[config.mk]
export PLATFORM = sky130hd
export DESIGN_NAME = mcycle_arbiter
export DESIGN_NICKNAME = d
export VERILOG_FILES = /design/src/rtl/mcycle_arbiter.sv
export SDC_FILE = /design/constraint.sdc
export NUM_CORES = 1
export LEC_CHECK = 0
export CAP_MARGIN = 20
export CORE_MARGIN = 5
export CORE_UTILIZATION = 39
export CTS_BUF_LIST = sky130_fd_sc_hd__clkbuf_16
export DETAILED_ROUTE_END_ITERATION = 8
export GPL_TIMING_DRIVEN = 0
export PLACE_DENSITY = 0.8
export SYNTH_ARGS = -nofsm -noshare
export SYNTH_HDL_FRONTEND = slang
export SYNTH_SLANG_ARGS = --single-unit
[constraint.sdc]
create_clock -name CLK -period 5.1 [get_ports CLK]
set_clock_uncertainty 0.05 [all_clocks]
set_input_delay 0.51 -clock CLK [delete_from_list [all_inputs] [get_ports CLK]]
set_output_delay 0.51 -clock CLK [all_outputs]
set_load 0.03 [all_outputs]
[src/rtl/mcycle_arbiter.sv]
// Two-requester round-robin front end for a shared multiply/divide unit.
// One operation in flight; a timeout turns a missing mc_done into rsp_error.
module mcycle_arbiter #(
  parameter int WIDTH   = 32,
  parameter int TIMEOUT = 40
) (
  input  logic             CLK,
  input  logic             Reset,
  input  logic             req0_valid,
  input  logic             req0_op,
  input  logic [WIDTH-1:0] req0_a,
  input  logic [WIDTH-1:0] req0_b,
  output logic             req0_ready,
  output logic             rsp0_valid,
  input  logic             rsp0_ready,
  input  logic             req1_valid,
  input  logic             req1_op,
  input  logic [WIDTH-1:0] req1_a,
  input  logic [WIDTH-1:0] req1_b,
  output logic             req1_ready,
  output logic             rsp1_valid,
  input  logic             rsp1_ready,
  output logic [WIDTH-1:0] rsp_hi,
  output logic [WIDTH-1:0] rsp_lo,
  output logic             rsp_error,
  output logic             mc_start,
  output logic             mc_op,
  output logic [WIDTH-1:0] mc_a,
  output logic [WIDTH-1:0] mc_b,
  input  logic             mc_done,
  input  logic [WIDTH-1:0] mc_res1,
  input  logic [WIDTH-1:0] mc_res2
);

  localparam int CW = $clog2(TIMEOUT + 1);

  typedef enum logic [1:0] {
    IDLE,
    ISSUE,
    WAIT,
    RESP
  } state_t;

  state_t        state;
  logic          owner;
  logic          last;
  logic [CW-1:0] count;
  logic          grant1;
  logic          owner_ack;

  // last=1 means req1 was served last, so req0 wins a tie
  assign grant1    = req1_valid & (~req0_valid | ~last);
  assign owner_ack = owner ? rsp1_ready : rsp0_ready;

  always_ff @(posedge CLK or posedge Reset) begin
    if (Reset) begin
      state      <= IDLE;
      owner      <= 1'b0;
      last       <= 1'b1;
      count      <= '0;
      req0_ready <= 1'b0;
      req1_ready <= 1'b0;
      rsp0_valid <= 1'b0;
      rsp1_valid <= 1'b0;
      rsp_hi     <= '0;
      rsp_lo     <= '0;
      rsp_error  <= 1'b0;
      mc_start   <= 1'b0;
      mc_op      <= 1'b0;
      mc_a       <= '0;
      mc_b       <= '0;
    end else begin
      unique case (state)
        IDLE: begin
          if (req0_valid | req1_valid) begin
            owner      <= grant1;
            mc_op      <= grant1 ? req1_op : req0_op;
            mc_a       <= grant1 ? req1_a : req0_a;
            mc_b       <= grant1 ? req1_b : req0_b;
            mc_start   <= 1'b1;
            req0_ready <= ~grant1;
            req1_ready <= grant1;
            state      <= ISSUE;
          end
        end
        ISSUE: begin
          mc_start   <= 1'b0;
          req0_ready <= 1'b0;
          req1_ready <= 1'b0;
          count      <= '0;
          state      <= WAIT;
        end
        WAIT: begin
          if (mc_done) begin
            rsp_hi     <= mc_res1;
            rsp_lo     <= mc_res2;
            rsp_error  <= 1'b0;
            rsp0_valid <= ~owner;
            rsp1_valid <= owner;
            state      <= RESP;
          end else if (count == CW'(TIMEOUT - 1)) begin
            rsp_hi     <= '0;
            rsp_lo     <= '0;
            rsp_error  <= 1'b1;
            rsp0_valid <= ~owner;
            rsp1_valid <= owner;
            state      <= RESP;
          end else begin
            count <= count + CW'(1);
          end
        end
        RESP: begin
          if (owner_ack) begin
            rsp0_valid <= 1'b0;
            rsp1_valid <= 1'b0;
            last       <= owner;
            state      <= IDLE;
          end
        end
        default: state <= IDLE;
      endcase
    end
  end

endmodule

# Word-level counts from Yosys, hierarchy flattened
# Cells that the tools add are included.
[totals] ff_bits=145 latchBits=0 mem_bits_rw=0 romBits=0 out_inout_bits=135 mem_count=0
[classes] addsub=1 n_mul=0 div=0 n_lt_le_gt_ge=0 n_eq_ne=9 shift=0 n_mux=30 bitwise=7 reduce_logical=12
[ops] op="2-to-1 mux 32 bit" n=5
[ops] op="2-to-1 mux 1 bit" n=12
[ops] op="2-to-1 mux 6 bit" n=2
[ops] op="one-hot mux 6 bit (2 select lines)" n=1
[ops] op="one-hot mux 1 bit (2 select lines)" n=5
[ops] op="AND reduction 3 bit" n=3
[ops] op="2-to-1 mux 2 bit" n=4
[ops] op="!= test 2 bit, second input constant" n=4
[ops] op="one-hot mux 2 bit (4 select lines)" n=1
[ops] op="AND reduction 2 bit" n=4
[ops] op="nonzero test 2 bit" n=4
[ops] op="adder 6 x 1 -> 6 bit, second input constant" n=1
[ops] op="== test 6 bit, second input constant" n=1
[ops] op="== test 2 bit, second input constant" n=2
[ops] op="NOT 1 bit" n=4
[ops] op="!= test 3 bit, second input constant" n=1
[ops] op="== test 2 x 1 -> 1 bit, second input constant" n=1
[ops] op="zero test 2 bit" n=1
[ops] op="OR 1 bit" n=2
[ops] op="bitwise AND 1 bit" n=1

# Depth between registers and ports, before layout
[logic_depth] word_depth=6 ltp_mapped=7

# Worst setup path before layout
# OpenSTA, ideal clock, no wires.
[synth_timing] kind="register to register" startpoint="register state[0]" endpoint="register rsp_hi[0]" setup_ns=0.121 arrival_time_ns=1.502 path_slack_ns=3.427 path_stages_with_launch=8 cell_sequence="dfrtp_1 inv_1 ha_1 buf_2 and2_1 clkbuf_1 buf_2 a22o_1"
[synth_between] elab_chain_cells=2
[synth_rtl] item="start: declaration" line="44" source="state_t state;"
[synth_rtl] item="start signal: assignment" line="57" source="state <= IDLE;"
[synth_rtl] item="start signal: assignment" line="83" source="state <= ISSUE;"
[synth_rtl] item="start signal: assignment" line="91" source="state <= WAIT;"
[synth_rtl] item="== test 2 bit" line="73" source="unique case (state)"
[synth_rtl] item="AND reduction 2 bit (no line)"
[synth_rtl] item="end signal: assignment" line="95" source="rsp_hi <= mc_res1;"
[synth_rtl] item="end: declaration" line="23" source="output logic [WIDTH-1:0] rsp_hi,"
# Every way passes these cells.
# A chain may end at the register's enable or synchronous reset.

# Worst setup path after layout
[layout_timing] startpoint="register state[0]" endpoint="register mc_a[5]"
[layout_between] elab_chain_cells=2
[layout_rtl] item="zero test 2 bit" line="73"
[layout_rtl] item="AND reduction 2 bit (no line)"
[layout_rtl] item="end signal: assignment" line="78" source="mc_a <= grant1 ? req1_a : req0_a;"
[layout_rtl] item="end: declaration" line="28" source="output logic [WIDTH-1:0] mc_a,"
# Every way passes these cells.

==> results_dict.tcl <==
set metrics [dict create \
    area_delta_synth_final_pct 68.9 \
    grt_max_degree 82 \
    postCtsSetupBuffers 0 \
    place.gp.congestion 0.817 \
    min_period_ns 2.23 \
    fp.dieW_um 136 \
    avgSynthCellArea_um2 11.9 \
    critPathCaptureType "register" \
    post_route_cells_drive_above_1_share_pct 7.54 \
    dp_hpwl_um 16800 \
    antenna_cells 0 \
    synth_cell_types 40 \
    cts_htree_levels 4 \
    first_pass_iters 4 \
    synth_area_um2 6190 \
    hold_end "mc_a[10]" \
    worstSetupStartpointType "register" \
    async_reset_ff_share_pct 100 \
    post-place-ws_ns 2.43 \
    rows 46 \
    r2r_slack_ns 2.87 \
    dieHeight_um 136 \
    drt_iter0_markers 186 \
    yosys_register_bits 145 \
    synth_edf_count 0 \
    dr_total_vias 5522 \
    syn-instance-count 521 \
    ioPinCount 336 \
    rsz0062_at_grt "false" \
    r2r-end "mc_a[5]" \
    r2r-start "state[0]" \
    worstSetupPathType "register to register" \
    ys_warn_count 0 \
    dominantRegCellSynth "dfrtp_1" \
    start_util_pct 39.4 \
    p_leak_uw 0.00472 \
    antenna_found_initial 0 \
    antenna_left 0 \
    syn_nets 728 \
    final_cell_mix "clkdlybuf4s50_1 (335), dfrtp_1 (144), nand2_1 (75)" \
    worstMarginPinSlew_ns 0.634 \
    r2r_cells 7 \
    required_ns 5.39 \
    setup_ws_ns 2.87 \
    core_area_um2 15700 \
    status "finished, final reports clean" \
    holdBufCountCts 0 \
    n_fill_cell 1214 \
    cp_max_fo 10 \
    wl_per_cell_um 19.5 \
    arrival_ns 2.52 \
    power_per_cell_area_nw_per_um2 643 \
    max_freq_mhz 448 \
    cts.clk_slew.worst_paths_ns 0.06 \
    clock-sinks 145 \
    setup_viol 0 \
    worstHoldStart "mc_a[10]" \
    cts_buffers 17 \
    grt_use_total_pct 23.0 \
    max_slew_margin_pct 57.4 \
    maxCapViolations 0 \
    grt_pass1_wl_um 32400 \
    fin_total_pwr_uw 6720 \
    slew_violations 0 \
    io_buffer_count 335 \
    cts_resized 0 \
    hold_class "register to register" \
    clock_latency_ns 0.42 \
    hold_viol 0 \
    finalCritPeriodShare_pct 43.8 \
    drt_wl_total_um 21600 \
    die_area_um2 18500 \
    grt_pass1_vias 5730 \
    cts_root_buf "clkbuf_16" \
    synth.yosys.seq_area_share_pct 58.6 \
    grt-ovfl-total 0 \
    vdd_drop_max_v 0.000351 \
    cts_tree "yes" \
    drc_errors 0 \
    nets 1083 \
    cts.path.max_buffers 2 \
    fin_hold_ws_ns 0.427 \
    hold_depth 2 \
    layout.cells.most_common "clkdlybuf4s50_1" \
    drt-vias-per-instance 5.00 \
]
## synthesized netlist by cell type, types with 2 or more instances
master | number | area, um2
buf_6 | 9 | 101
buf_4 | 2 | 15.0
a21oi_1 | 7 | 35.0
mux2i_1 | 69 | 691
o21ai_0 | 40 | 200
and3_1 | 2 | 12.5
nand2b_1 | 3 | 18.8
a21o_1 | 2 | 15.0
dfrtp_1 | 144 | 3600
inv_1 | 7 | 26.3
clkbuf_1 | 9 | 33.8
nor2_1 | 7 | 26.3
and2_1 | 2 | 12.5
nand2_1 | 75 | 282
o21ai_1 | 26 | 130
nand3_1 | 6 | 30.0
buf_2 | 16 | 80.1
a22o_1 | 68 | 596
ha_1 | 6 | 75.1
## how the worst max path moves through the flow
stage                     startpoint  cells past startpoint        to  slack, ns
final                       state[0]                      7   mc_a[5]       2.87
after global routing        state[0]                      7   mc_a[2]       2.63
after floorplan                Reset                      1  count[0]       0.65
after detailed placement  req0_valid                      6   mc_a[2]       2.43
after CTS                   state[0]                      7   mc_a[2]       2.83
after global placement         Reset                      2  mc_a[17]      -1.48
## registers in the layout, indices dropped and copies added, names as in the netlist
signal and count:
mc_start 1, count 6, owner 1, mc_b 32, req1_ready 1, last 1
state 2, mc_op 1, rsp1_valid 1, rsp_hi 32, rsp_lo 32, rsp_error 1
req0_ready 1, rsp0_valid 1, mc_a 32
## final cells by class
class	count	area [um2]	area share (%)
clock inverters	15	184	1.76
repair buffers	336	3380	32.3
flip-flops and latches	145	3630	34.7
clock buffers	17	425	4.07
inverters	7	31.3	0.299
well taps	216	270	2.58
multi-input cells	332	2300	22.0
plain buffers	37	235	2.25
## metal layers
metal  wire [um]  vias to the layer above  global-route usage, %
met2       10500                      251                   38.5
li1            -                     2585                      -
met1        7950                     2653                   25.7
met5           0                        -                      0
met3        2640                       33                   11.5
met4         498                        0                   7.39
## worst max-delay path, cell delays in order (launching register included)
cell and delay (ns):
dfrtp_1 0.40, inv_1 0.09, ha_1 0.30, o21ai_1 0.38, buf_2 0.34, clkbuf_1 0.39
nand2_1 0.11, o21ai_1 0.09
## cell families after synthesis
logic type,after synthesis,share of synthesized area [%]
xor gates and xnor gates,2,0.283
buffers and inverters,44,4.22
adders and majority gates,6,1.21
AOI/OAI and AO/OA,152,17.1
and+or+nand+nor,102,7.27
muxes,70,11.3
DFF,145,58.6
## power by group
group | total [uW] | switching (uW) | leakage, uW | internal [uW]
registers | 1990 | 307 | 0.00181 | 1680
logic | 3440 | 1970 | 0.00261 | 1470
clock network | 1290 | 515 | 0.000290 | 777
total | 6720 | 2790 | 0.00472 | 3930
## per-stage QoR
step / cell area, um2 / setup TNS, ns / instances / utilization [%]
after CTS: 10500 / 0 / 1105 / 66.6
final: 10500 / 0 / 1105 / 66.6
after global routing: 10500 / 0 / 1105 / 66.6
after global placement: 9820 / -211.89 / 1072 / 62.5
after floorplan: 6190 / 0 / 521 / -
after detailed placement: 9850 / 0 / 1073 / 62.7
Note: power is estimated with default switching activity, not from simulation.
